`config.mk`:
```
export PLATFORM = sky130hd
export DESIGN_NAME = sram_delay_line_ctrl
export DESIGN_NICKNAME = d
export VERILOG_FILES = /design/src/rtl/sram_delay_line_ctrl_pkg.sv /design/src/rtl/sram_delay_line_ctrl.sv
export SDC_FILE = /design/constraint.sdc
export NUM_CORES = 1
export LEC_CHECK = 0
export CAP_MARGIN = 5
export CORE_ASPECT_RATIO = 2
export CORE_UTILIZATION = 35
export CTS_CLUSTER_SIZE = 14
export DETAILED_ROUTE_END_ITERATION = 16
export REMOVE_ABC_BUFFERS = 1
export SYNTH_ARGS = -nofsm -noshare
export SYNTH_HDL_FRONTEND = slang
export SYNTH_SLANG_ARGS = --single-unit
```
`constraint.sdc`:
```
create_clock -name wb_clk_i -period 3.45 [get_ports wb_clk_i]
set_clock_uncertainty 0.15 [all_clocks]
set_input_delay 0.8625 -clock wb_clk_i [delete_from_list [all_inputs] [get_ports wb_clk_i]]
set_output_delay 0.8625 -clock wb_clk_i [all_outputs]
set_load 0.02 [all_outputs]
```
`src/rtl/sram_delay_line_ctrl_pkg.sv`:
```
// Shared constants for the SRAM delay-line controller: FSM state encoding and
// default word/address widths of the audio SRAM.
package sram_delay_line_ctrl_pkg;

    localparam int DEF_DATA_WIDTH = 16;
    localparam int DEF_ADDR_WIDTH = 14;

    typedef enum logic [1:0] {
        ST_CLEAR = 2'd0,
        ST_IDLE  = 2'd1,
        ST_ISSUE = 2'd2,
        ST_WAIT  = 2'd3
    } state_e;

endpackage

```
`src/rtl/sram_delay_line_ctrl.sv`:
```
// Circular delay line on a 1rw1r SRAM: port 0 writes each accepted sample, port 1
// reads the sample d_eff positions older; the SRAM is zero-filled after reset/clear.
module sram_delay_line_ctrl
    import sram_delay_line_ctrl_pkg::*;
#(
    parameter int DATA_WIDTH = DEF_DATA_WIDTH,
    parameter int ADDR_WIDTH = DEF_ADDR_WIDTH
) (
    input  logic                  wb_clk_i,
    input  logic                  wb_rst_i,
    input  logic                  clear_req,
    input  logic [ADDR_WIDTH-1:0] delay_len,
    input  logic                  sample_valid,
    input  logic [DATA_WIDTH-1:0] sample_in,
    output logic                  ready,
    output logic                  delayed_valid,
    output logic [DATA_WIDTH-1:0] delayed_out,
    output logic                  overrun,
    output logic                  sram_csb0,
    output logic                  sram_web0,
    output logic [ADDR_WIDTH-1:0] sram_addr0,
    output logic [DATA_WIDTH-1:0] sram_din0,
    output logic                  sram_csb1,
    output logic [ADDR_WIDTH-1:0] sram_addr1,
    input  logic [DATA_WIDTH-1:0] sram_dout1
);

    localparam logic [ADDR_WIDTH-1:0] LAST_ADDR = '1;
    localparam logic [ADDR_WIDTH-1:0] ONE       = {{(ADDR_WIDTH-1){1'b0}}, 1'b1};

    state_e                state_q;
    logic [ADDR_WIDTH-1:0] clr_addr_q;
    logic [ADDR_WIDTH-1:0] wr_ptr_q;
    logic                  pend_clear_q;
    logic                  ready_q;
    logic                  delayed_valid_q;
    logic [DATA_WIDTH-1:0] delayed_out_q;
    logic                  overrun_q;
    logic                  csb0_q;
    logic                  web0_q;
    logic [ADDR_WIDTH-1:0] addr0_q;
    logic [DATA_WIDTH-1:0] din0_q;
    logic                  csb1_q;
    logic [ADDR_WIDTH-1:0] addr1_q;

    // A zero delay would read the word being written; the clamp keeps the ports apart.
    logic [ADDR_WIDTH-1:0] d_eff;
    logic [ADDR_WIDTH-1:0] rd_ptr_d;
    logic                  clear_now;

    assign d_eff     = (delay_len == '0) ? ONE : delay_len;
    assign rd_ptr_d  = wr_ptr_q - d_eff;
    assign clear_now = clear_req || pend_clear_q;

    always_ff @(posedge wb_clk_i) begin
        if (wb_rst_i) begin
            state_q         <= ST_CLEAR;
            clr_addr_q      <= '0;
            wr_ptr_q        <= '0;
            pend_clear_q    <= 1'b0;
            ready_q         <= 1'b0;
            delayed_valid_q <= 1'b0;
            delayed_out_q   <= '0;
            overrun_q       <= 1'b0;
            csb0_q          <= 1'b1;
            web0_q          <= 1'b1;
            addr0_q         <= '0;
            din0_q          <= '0;
            csb1_q          <= 1'b1;
            addr1_q         <= '0;
        end else begin
            // SRAM pins default to deselected; only CLEAR and the accept edge select them.
            delayed_valid_q <= 1'b0;
            csb0_q          <= 1'b1;
            web0_q          <= 1'b1;
            csb1_q          <= 1'b1;

            case (state_q)
                ST_CLEAR: begin
                    if (clear_req) begin
                        clr_addr_q <= '0;
                        overrun_q  <= 1'b0;
                    end else begin
                        csb0_q     <= 1'b0;
                        web0_q     <= 1'b0;
                        addr0_q    <= clr_addr_q;
                        din0_q     <= '0;
                        clr_addr_q <= clr_addr_q + ONE;
                        if (clr_addr_q == LAST_ADDR) begin
                            state_q <= ST_IDLE;
                            ready_q <= 1'b1;
                        end
                    end
                end
                ST_IDLE: begin
                    if (clear_now) begin
                        state_q      <= ST_CLEAR;
                        clr_addr_q   <= '0;
                        wr_ptr_q     <= '0;
                        pend_clear_q <= 1'b0;
                        overrun_q    <= 1'b0;
                        ready_q      <= 1'b0;
                    end else if (sample_valid) begin
                        csb0_q  <= 1'b0;
                        web0_q  <= 1'b0;
                        addr0_q <= wr_ptr_q;
                        din0_q  <= sample_in;
                        csb1_q  <= 1'b0;
                        addr1_q <= rd_ptr_d;
                        state_q <= ST_ISSUE;
                        ready_q <= 1'b0;
                    end
                end
                ST_ISSUE: begin
                    wr_ptr_q <= wr_ptr_q + ONE;
                    state_q  <= ST_WAIT;
                    if (clear_req) begin
                        pend_clear_q <= 1'b1;
                    end
                end
                ST_WAIT: begin
                    delayed_out_q   <= sram_dout1;
                    delayed_valid_q <= 1'b1;
                    state_q         <= ST_IDLE;
                    ready_q         <= 1'b1;
                    if (clear_req) begin
                        pend_clear_q <= 1'b1;
                    end
                end
                default: begin
                    state_q    <= ST_CLEAR;
                    clr_addr_q <= '0;
                    ready_q    <= 1'b0;
                end
            endcase

            // Placed after the case so a dropped sample wins over a simultaneous clear.
            if (sample_valid && ((state_q != ST_IDLE) || clear_now)) begin
                overrun_q <= 1'b1;
            end
        end
    end

    assign ready         = ready_q;
    assign delayed_valid = delayed_valid_q;
    assign delayed_out   = delayed_out_q;
    assign overrun       = overrun_q;
    assign sram_csb0     = csb0_q;
    assign sram_web0     = web0_q;
    assign sram_addr0    = addr0_q;
    assign sram_din0     = din0_q;
    assign sram_csb1     = csb1_q;
    assign sram_addr1    = addr1_q;

endmodule

```
* After elaboration in Yosys (flattened, before gate mapping)
Index checks and enable logic that the tools add are counted.
** Word-level totals
- Bits in registers :: 96
- Bits in latches :: 0
- Memory bits (writable) :: 0
- Bits in read-only memories :: 0
- Bits of input ports :: 50
- Output and inout port bits :: 66
- Logic and storage cells :: 86
- Memories :: 0
** Operators by class
- Add/sub/neg operators :: 3
- Multipliers :: 0
- Divide/modulo/power cells :: 0
- Order comparisons :: 0
- Eq/ne operators :: 14
- Shift-type cells :: 0
- Muxes and demuxes :: 34
- Bitwise operators :: 2
- Reduce and logical (&&, ||, !) cells :: 20
** Operators by type and width (count)
- $mux W14 :: 6
- $pmux W14 S2 :: 3
- $mux W16 :: 3
- $pmux W16 S2 :: 1
- $add A14 B1 Y14 const B :: 2
- $eq A14 B14 Y1 const B :: 1
- $logic_not A14 Y1 :: 1
- $sub A14 B14 Y14 :: 1
- $mux W1 :: 12
- $reduce_and A3 Y1 :: 4
- $ne A2 B2 Y1 const B :: 5
- $ne A3 B3 Y1 const B :: 3
- $mux W2 :: 4
- $pmux W2 S4 :: 1
- $reduce_and A4 Y1 :: 2
- $pmux W1 S2 :: 3
- $reduce_bool A2 Y1 :: 3
- $reduce_bool A3 Y1 :: 2
- $eq A2 B2 Y1 const B :: 2
- $ne A2 B1 Y1 const B :: 2
- $reduce_and A2 Y1 :: 2
- $reduce_or A2 Y1 :: 2
- $pmux W1 S3 :: 1
- $eq A2 B1 Y1 const B :: 1
- 4 further kinds :: 6

* Longest topological paths before layout
Gate-level depths: netlist (run 1).
- Depth in word-level cells :: 5
- Mapped depth :: 12
- Depth with buffers taken out :: 12

* Worst setup path after synthesis (run 1)
Ideal clock, no wire load.
- Path type :: input to register
- From :: input port delay_len[1]
- To :: register addr1_q[8], in the netlist sram_addr1[8]
- Library setup time :: 0.079 ns
- Data arrival time :: 3.105 ns
- Data required time :: 3.221 ns
- Slack :: 0.116 ns
- Stages on the path :: 12
- Path buffers :: 0
- Path through :: inv_1 nand4_1 nor4_1 a41o_1 ha_1 inv_1 fa_1 a211o_1 a21oi_1 o21ai_0 a2111o_1 o211ai_1
** On the way
- Longest elaborated chain between the ends :: 3
** Ends and longest elaborated chain
- start, declared :: RTL line sram_delay_line_ctrl.sv:12 : input logic [ADDR_WIDTH-1:0] delay_len,
- $logic_not A14 Y1 :: RTL line sram_delay_line_ctrl.sv:51 : assign d_eff = (delay_len == '0) ? ONE : delay_len;
- $mux W14 (*) :: RTL line sram_delay_line_ctrl.sv:51
- $sub A14 B14 Y14 (*) :: RTL line sram_delay_line_ctrl.sv:52 : assign rd_ptr_d = wr_ptr_q - d_eff;
- end signal, assigned :: RTL line sram_delay_line_ctrl.sv:109 : addr1_q <= rd_ptr_d;
- end, declared :: RTL line sram_delay_line_ctrl.sv:44 : logic [ADDR_WIDTH-1:0] addr1_q;
Mark *: on every way between the ends. The rest lies on a longest branch, timed or not.
A chain may end at the register's enable or synchronous reset.

* Worst setup path in the final report (run 1)
- From :: input port delay_len[9]
- To :: register addr1_q[12], in the netlist sram_addr1[12]
The elaborated chain is that of the path after synthesis.

==> flow_summary_export.csv, run 1 <==
group,metric,value,unit
placement,hpwl,10060,µm
floorplan,start_util,35.83,%
cts,cts_buffers,9,
layout,fillers,1203,
power,sequentialPowerShare,46.5,%
global_route,met2_usage,38.86,%
global_route,grt-ovfl-total,0,
cts,cts_root_buffer,"clkbuf_16",
setup_path,cp-end-kind,"flop",
power,p_int,0.001871,W
yosys,ys_types,61,
sta,hold_viol_final,0,
placement,place.port_buffers,115,
placement,gp_congestion,0.8714,
cts,cts-htree-levels,3,
yosys,synthCells,515,
power,p_per_area,366.0,mW/mm²
global_route,grt_max_degree,37,
sta,grt_setup_unrepaired,"no",
yosys,synth_enable_flop_cells,0,
floorplan,dieArea,0.01380,mm²
global_route,grt_pass1_wl,21320,µm
cts,cts_buffer_depth,2,
floorplan,die_y,165.1,µm
floorplan,io_pins,116,
route,routed_wl,13380,µm
layout,final_common_cell,"clkdlybuf4s50_1",
setup_path,crit_top_cell,"buf_4",
yosys,seq_area_frac_synth,41.28,%
global_route,grt.total_usage,19.61,%
yosys,synth_seq_cells,96,
cts,clk_pin_slew,0.07,ns
setup_path,startpoint_type,"primary input",
sta,max_freq,302.3,MHz
setup_path,worstPathArrival,3.39,ns
layout,final_nets,741,
sta,period_share,95.89,%
sta,tightest_slew,1.061,ns
global_route,grt_pass1_vias,4367,
yosys,syn_area_per_cell,9.040,µm²
floorplan,die_w,83.56,µm
route,drt-wirelength-per-cell,16.20,µm
global_route,antenna_found_initial,0,
layout,layout_common_cells,"clkdlybuf4s50_1 (103), dfxtp_1 (96), nor2_1 (67)",
route,viasPerCell,5.294,
sta,slew_viol_final,0,
sta,slew_headroom,29.00,%
power,p_comb_share,8.8,%
yosys,ys_warn_count,0,
run_status,status,"finished, final reports clean",
cts,cts_tree,"yes",
route,dr.pass1.iters,4,
cts,cts.sinks,96,
global_route,groute.layer.met3.usage,2.783,%
sta,layout_setup_ws,0.1418,ns
yosys,synthFlopType,"dfxtp_1",
global_route,met1_usage,18.79,%
power,clkPwrFrac,44.7,%
setup_path,crit_slowest_cell,"ha_1",
sta,fin_crit,3.308,ns
route,vias,4373,
setup_path,crit_required,3.53,ns
floorplan,fp-row-count,59,
sta,setup_viol,0,
setup_path,cpPeakStageDelay,0.38,ns
cts,ctsHoldBuffers,0,
power,netSwitchingFraction,22.67,%
setup_path,path_class,"primary input to flop",
power,vdd_drop_max,0.2805,mV
yosys,synthArstFlopShare,0,%
layout,antennaDiodeCount,0,
setup_path,path_max_fanout,7,
route,ant_nets,0,
layout,drive_gt1_share,14.39,%
flow_run,timing.max_cap.violations,0,
global_route,grt.busiest_layer,"met2",
yosys,syn-cell-area,0.004656,mm²
setup_path,path_cells,"buf_2 -> inv_2 -> buf_4 -> buf_4 -> buf_4 -> buf_4 -> buf_4 -> buf_4 -> buf_4 -> buf_4 -> buf_4 -> buf_4 -> buf_4 -> ha_1 -> nand2_1 -> o211ai_1 -> nand3_1 -> mux2_4",
route,drtIter0Drc,108,
layout,area_delta_synth_final,42.00,%
placement,pre_cts_slack,-0.6961,ns
route,drc,0,
placement,placedInstanceArea,0.006088,mm²
min_path,hold_class,"flop to flop",
power,power_leakage,2.555,nW
power,p_sw,0.0005487,W
layout,final_area,0.006611,mm²
floorplan,core,0.01299,mm²
cts,clock_latency,0.34,ns
[registers in the layout, indices dropped and copies added (netlist names)]
register	count
delayed_out	16
pend_clear_q	1
sram_web0	1
ready	1
sram_addr1	14
overrun	1
wr_ptr_q	14
sram_addr0	14
state_q	2
clr_addr_q	14
sram_csb1	1
sram_din0	16
delayed_valid	1
[critical path: cells and delay by family]
family	cells	cell delay [ns]
simple gates	2	0.20
compound gates	1	0.22
fa+ha+maj	1	0.38
buf+inv	13	1.44
mux	1	0.31
[through the flow]
| stage | setup TNS [ns] | utilization, % | total power, W | hold WS (ns) | std cells |
|---|---|---|---|---|---|
| global route | 0 | 50.89 | 0.002505 | 0.3319 | 826 |
| floorplan | -2.327 | - | 0.001216 | 0.3283 | 491 |
| finish | 0 | 50.89 | 0.002420 | 0.3126 | 826 |
| global placement | -2.579 | 46.86 | 0.001342 | 0.2990 | 787 |
| CTS | 0 | 50.60 | 0.002441 | 0.3177 | 825 |
| detailed placement | -2.938 | 46.86 | 0.001344 | 0.3068 | 787 |
[power by group through the flow]
stage | logic, W | registers [W] | clock network (W)
floorplan | 0.0000546 | 0.00116 | 0
global placement | 0.000193 | 0.00115 | 0
detailed placement | 0.000194 | 0.00115 | 0
CTS | 0.000211 | 0.00112 | 0.00111
global route | 0.000231 | 0.00113 | 0.00115
finish | 0.000212 | 0.00112 | 0.00108
[Yosys cell counts, drive strengths merged (3+ instances only)]
master,count,area share (%)
nor2,68,5.6
nor4,3,0.40
o21ai,13,1.5
o311ai,5,0.94
and3,9,1.2
nand4,6,0.81
or3,7,0.94
clkbuf,8,0.65
inv,25,2.0
ha,21,5.6
a22o,16,3.0
mux2i,31,6.7
a31oi,3,0.40
xnor2,11,2.1
buf,16,2.0
a21oi,32,3.4
o21a,4,0.65
nand2,35,2.8
o211ai,4,0.65
or4,6,0.97
nand3,17,1.8
xor2,9,1.7
nor3,14,1.7
a211oi,19,3.1
a21o,3,0.48
dfxtp,96,41
[final cells by class]
class	count	area, µm²	share of cell area, %
clock buffers	10	229.0	3.463
clock inverters	6	92.59	1.400
inverters	25	93.84	1.419
multi-input cells	370	2560	38.72
flip-flops and latches	96	1922	29.07
well taps	152	190.2	2.877
repair buffers	167	1524	23.05
[cell families (layout without fill, tap and decap cells)]
group | count (synthesis) | in the layout | synth area share (%)
buffers and inverters | 49 | 208 | 4.703
XOR/XNOR | 20 | 20 | 3.762
flip-flops | 96 | 96 | 41.28
multiplexers | 32 | 32 | 6.907
adder cells (fa/ha/maj) | 22 | 22 | 6.074
AO/OA/AOI/OAI | 119 | 119 | 18.06
AND/OR/NAND/NOR | 177 | 177 | 19.22
[path summary, 6_finish.rpt]
path / startpoint / end / slack, ns / depth (start not counted)
worst max-delay path: delay_len[9] / sram_addr1[12] / 0.14 / 18
worst min-delay path: sram_addr1[5] / sram_addr1[5] / 0.31 / 2
worst max register to register: state_q[1] / sram_din0[4] / 0.81 / 7
worst min register to register: sram_addr1[5] / sram_addr1[5] / 0.31 / 2
[repair_timing]
item / CTS / global route
buffers inserted: 22 / 1
resized for setup: 24 / 15
pin swaps: 10 / 9
setup endpoints to repair: 4 / 4
[metal layers]
metal / routed length [µm] / vias up
li1: - / 2171
met1: 4801 / 2065
met2: 7543 / 104
met3: 417 / 33
met4: 619 / 0
met5: 0 / -
Power figures use the tool's default switching activity.
==> run 2: changes to the inputs <==
==> constraint.sdc (replaced) <==
create_clock -name wb_clk_i -period 3.45 [get_ports wb_clk_i]
set_clock_uncertainty 0.15 [all_clocks]
set_input_delay 0.69 -clock wb_clk_i [delete_from_list [all_inputs] [get_ports wb_clk_i]]
set_output_delay 0.69 -clock wb_clk_i [all_outputs]
set_load 0.02 [all_outputs]
==> flow_summary_export.csv, run 2 (synthesized netlist as in run 1, its figures left out) <==
group,metric,value,unit
run_status,status,"finished, final reports clean",
setup_path,critPathBufInv,3,
placement,placed_cells,782,
layout,layout_common_cells,"clkdlybuf4s50_1 (107), dfxtp_1 (96), nor2_1 (67)",
sta,hold_viol_final,0,
setup_path,regToRegStartpoint,"state_q[1]",
cts,cts-htree-levels,3,
min_path,min_from,"sram_addr1[5]",
min_path,hold_class,"flop to flop",
sta,holdWs,0.3158,ns
route,vias,4279,
floorplan,fp-row-count,59,
placement,place.port_buffers,115,
placement,gp_congestion,0.9323,
global_route,antenna_found_initial,0,
floorplan,dieArea,0.01380,mm²
setup_path,path_class,"primary input to flop",
cts,cts_tree,"yes",
sta,fin_crit,3.321,ns
global_route,met2_usage,36.51,%
setup_path,crit_slowest_cell,"clkdlybuf4s50_1",
power,vdd_drop_max,0.2897,mV
global_route,grt.total_usage,18.83,%
floorplan,start_util,35.83,%
cts,cts_buffer_depth,2,
setup_path,worstPathArrival,3.44,ns
placement,hpwl,10010,µm
route,dr.pass1.iters,4,
layout,stdcell_count,801,
route,ant_nets,0,
setup_path,startpoint_type,"primary input",
floorplan,io_pins,116,
global_route,grt_pass1_vias,4160,
route,viasPerCell,5.342,
global_route,grt_max_degree,31,
setup_path,cpPeakStageDelay,0.42,ns
route,drtIter0Drc,154,
setup_path,path_cells,"clkdlybuf4s50_1 -> nor4_1 -> a41o_1 -> ha_2 -> inv_2 -> fa_2 -> a211o_1 -> a21oi_2 -> buf_4 -> o21ai_1 -> a2111o_1 -> o211ai_1",
sta,slew_viol_final,0,
sta,setup_viol,0,
setup_path,cp_top_family,"compound AO/OA/AOI/OAI gates",
global_route,grt-ovfl-total,0,
power,p_per_area,355.5,mW/mm²
global_route,grt_pass1_wl,20270,µm
layout,final_common_cell,"clkdlybuf4s50_1",
power,power_leakage,2.399,nW
route,routed_wl,13090,µm
setup_path,cp-startpoint,"delay_len[4]",
global_route,met1_usage,18.12,%
cts,ctsHoldBuffers,0,
route,drt-wirelength-per-cell,16.35,µm
layout,drive_gt1_share,9.399,%
layout,final_nets,716,
sta,slew_headroom,25.91,%
global_route,grt.busiest_layer,"met2",
cts,cts.sinks,96,
cts,cts_buffers,9,
sta,max_freq,301.1,MHz
route,drc,0,
setup_path,crit_required,3.57,ns
cts,cts_root_buffer,"clkbuf_16",
floorplan,die_w,83.56,µm
layout,antennaDiodeCount,0,
layout,area_delta_synth_final,36.90,%
cts,clock_latency,0.34,ns
floorplan,die_y,165.1,µm
sta,period_share,96.26,%
sta,tightest_slew,1.107,ns
setup_path,path_max_fanout,3,
setup_path,cp-end-kind,"flop",
global_route,groute.layer.met3.usage,3.529,%
cts,clk_pin_slew,0.07,ns
floorplan,core,0.01299,mm²
flow_run,timing.max_cap.violations,0,
-- run 2: changes by cell type in the layout (fill, tap and decap cells not counted), sizes merged --
cell and delta:
dlygate4sd2 +4, clkdlybuf4s15 -1, dlymetal6s2s -2, clkbuf -2, clkdlybuf4s50 +4, bufinv -2
clkinvlp +1, inv +2, buf -29
-- run 2: final cells by class --
class,count,area (µm²)
Clock buffer,9,225.2
Clock inverter,7,53.80
Fill cell,1236,6619
Inverter,25,93.84
Multi-Input combinational cell,370,2537
Sequential cell,96,1922
Tap cell,152,190.2
Timing Repair Buffer,142,1351
-- run 2: metrics by stage --
| stage | setup WS [ns] | cell area (µm²) | total power [W] | TNS (ns) | util (%) |
|---|---|---|---|---|---|
| after floorplan | -0.1455 | 4531 | 0.001216 | -2.327 | - |
| after global placement | -0.3817 | 6051 | 0.001339 | -1.165 | 46.57 |
| after detailed placement | -0.4233 | 6051 | 0.001341 | -1.367 | 46.57 |
| after CTS | 0.05448 | 6349 | 0.002302 | 0 | 48.86 |
| after global routing | -0.008108 | 6374 | 0.002354 | -0.008108 | 49.06 |
| final | 0.1291 | 6374 | 0.002266 | 0 | 49.06 |
-- run 2: worst paths after layout --
check / slack, ns / end / cells past startpoint
hold reg to reg: 0.32 / sram_addr1[5] / 2
hold / removal: 0.32 / sram_addr1[5] / 2
setup reg to reg: 0.84 / sram_din0[9] / 7
setup / recovery: 0.13 / sram_addr1[8] / 12
-- run 2: layer usage --
metal | routed length, µm | vias to the layer above
li1 | - | 2116
met1 | 4760 | 2037
met2 | 7389 | 96
met3 | 387 | 30
met4 | 556 | 0
met5 | 0 | -
-- run 2: what timing repair did --
| item | in CTS | in global routing |
|---|---|---|
| pin swaps | 10 | 5 |
| resized for setup | 9 | 6 |
| endpoints found under the hold margin | 0 | 0 |
| endpoints found under the setup margin | 3 | 3 |
| setup buffers | 2 | 1 |
-- run 2: worst min-delay path, stage by stage (launching register included) --
cell and delay [ns]:
dfxtp_1 0.32, nand2_1 0.05, a21oi_1 0.05
-- run 2: where the power goes --
part | switching [W] | total (W) | internal [W]
registers | 0.00000605 | 0.00112 | 0.00112
clock network | 0.000455 | 0.000950 | 0.000495
logic | 0.0000929 | 0.000192 | 0.0000992
==> run 3: changes to the inputs <==
--- a/constraint.sdc
+++ b/constraint.sdc
@@ -3,3 +3,3 @@
 set_input_delay 0.69 -clock wb_clk_i [delete_from_list [all_inputs] [get_ports wb_clk_i]]
 set_output_delay 0.69 -clock wb_clk_i [all_outputs]
-set_load 0.02 [all_outputs]
+set_load 0.1 [all_outputs]
==> flow_summary_export.csv, run 3 (synthesized netlist as in run 1, its figures left out) <==
group,metric,value,unit
run_status,status,"finished, final reports clean",
floorplan,fp-row-count,59,
sta,hold_viol_final,0,
placement,gp_congestion,0.9216,
min_path,hold_class,"flop to flop",
floorplan,start_util,35.83,%
flow_run,timing.max_cap.violations,0,
layout,drive_gt1_share,20.52,%
placement,place.port_buffers,115,
cts,cts-htree-levels,3,
floorplan,die_w,83.56,µm
power,p_comb_share,11.0,%
global_route,grt.total_usage,19.03,%
floorplan,dieArea,0.01380,mm²
route,vias,4301,
power,netSwitchingFraction,26.67,%
power,p_sw,0.0006257,W
setup_path,path_class,"primary input to flop",
placement,hpwl,9897,µm
route,ant_nets,0,
route,drt-wirelength-per-cell,16.13,µm
layout,area_delta_synth_final,34.59,%
sta,tightest_slew,1.076,ns
global_route,grt-ovfl-total,0,
cts,cts.sinks,96,
power,p_int,0.001720,W
cts,cts_tree,"yes",
power,vdd_drop_max,0.2568,mV
route,drc,0,
power,power_leakage,2.546,nW
floorplan,core,0.01299,mm²
layout,layout_common_cells,"buf_4 (102), dfxtp_1 (96), nor2_1 (67)",
setup_path,path_max_fanout,3,
setup_path,cp-end-kind,"flop",
sta,max_freq,300.6,MHz
cts,cts_root_buffer,"clkbuf_16",
floorplan,die_y,165.1,µm
sta,setup_viol,0,
power,power.total,0.002346,W
setup_path,cp-startpoint,"delay_len[11]",
layout,antennaDiodeCount,0,
global_route,antenna_found_initial,0,
cts,clk_pin_slew,0.07,ns
power,p_per_area,374.3,mW/mm²
floorplan,io_pins,116,
cts,ctsHoldBuffers,0,
sta,slew_headroom,28.02,%
setup_path,startpoint_type,"primary input",
setup_path,crit_required,3.54,ns
route,drtIter0Drc,145,
cts,cts_buffers,9,
layout,final_common_cell,"buf_4",
route,viasPerCell,5.310,
layout,final_nets,725,
global_route,grt_pass1_vias,4249,
sta,slew_viol_final,0,
setup_path,regToRegStartpoint,"state_q[1]",
sta,period_share,96.43,%
min_path,min_from,"sram_addr1[5]",
power,clkPwrFrac,41.1,%
route,dr.pass1.iters,4,
setup_path,worstPathArrival,3.42,ns
cts,clock_latency,0.35,ns
power,sequentialPowerShare,47.9,%
route,routed_wl,13070,µm
layout,final_util,48.23,%
sta,fin_crit,3.327,ns
global_route,grt_max_degree,33,
global_route,grt_pass1_wl,20670,µm
cts,cts_buffer_depth,2,
[run 3: cell types whose count changed in the layout (fill, tap and decap cells not counted), sizes merged]
cell / before / now
clkinv: 1 / 0
clkdlybuf4s50: 107 / 43
dlymetal6s2s: 3 / 1
clkbuf: 9 / 10
buf: 28 / 103
[run 3: critical path, cell delays in order]
cell             delay (ns)
clkdlybuf4s50_1        0.44
nor4_1                 0.28
buf_4                  0.17
a41o_1                 0.15
ha_2                   0.18
inv_2                  0.04
fa_2                   0.36
a211o_1                0.30
a21oi_2                0.14
buf_4                  0.13
o211ai_1               0.10
nand3_1                0.12
mux2_4                 0.30
[run 3: through the flow]
stage / setup slack, ns / std cells / cell area, µm² / hold WS [ns] / TNS (ns)
final: 0.1233 / 810 / 6266 / 0.3125 / 0
after global routing: -0.001266 / 810 / 6266 / 0.3434 / -0.001266
after CTS: 0.1061 / 810 / 6260 / 0.3205 / 0
after detailed placement: -0.4346 / 782 / 5886 / 0.3054 / -1.421
after global placement: -0.3863 / 782 / 5886 / 0.2990 / -1.182
after floorplan: -0.1459 / 491 / 4531 / 0.3283 / -2.335
[run 3: metal layers]
metal | vias up | GRT usage, % | part of all wire, % | wire length [µm]
met1 | 2027 | 18.55 | 35 | 4608
li1 | 2136 | - | - | -
met2 | 107 | 37.07 | 56 | 7372
met5 | - | 0 | 0 | 0
met3 | 31 | 3.479 | 3.9 | 514
met4 | 0 | 10.86 | 4.4 | 571
[run 3: worst paths after layout]
path	to	slack (ns)	cells after the start
worst min register to register	sram_addr1[5]	0.31	2
worst max register to register	sram_din0[1]	0.85	7
worst min-delay path	sram_addr1[5]	0.31	2
worst max-delay path	sram_addr1[12]	0.12	13
[run 3: cell type report]
cell class	count	area, µm²
clock buffer	10	229.0
clock inverter	6	51.30
fill	1273	6726
inverter	25	93.84
multi-input combinational	370	2531
sequential	96	1922
tap	152	190.2
timing repair buffer	151	1249
[run 3: power by group through the flow]
stage / Clock (W) / Combinational (W) / Sequential [W]
floorplan: 0 / 0.0000547 / 0.00122
global placement: 0 / 0.000247 / 0.00115
detailed placement: 0 / 0.000249 / 0.00115
CTS: 0.000984 / 0.000259 / 0.00112
global route: 0.00104 / 0.000275 / 0.00113
finish: 0.000963 / 0.000258 / 0.00112
[run 3: what timing repair did]
| item | in CTS | in global routing |
|---|---|---|
| hold endpoints to repair | 0 | 0 |
| setup buffers | 12 | 0 |
| pin swaps | 9 | 2 |
| setup endpoints to repair | 3 | 3 |
| resized for setup | 11 | 2 |
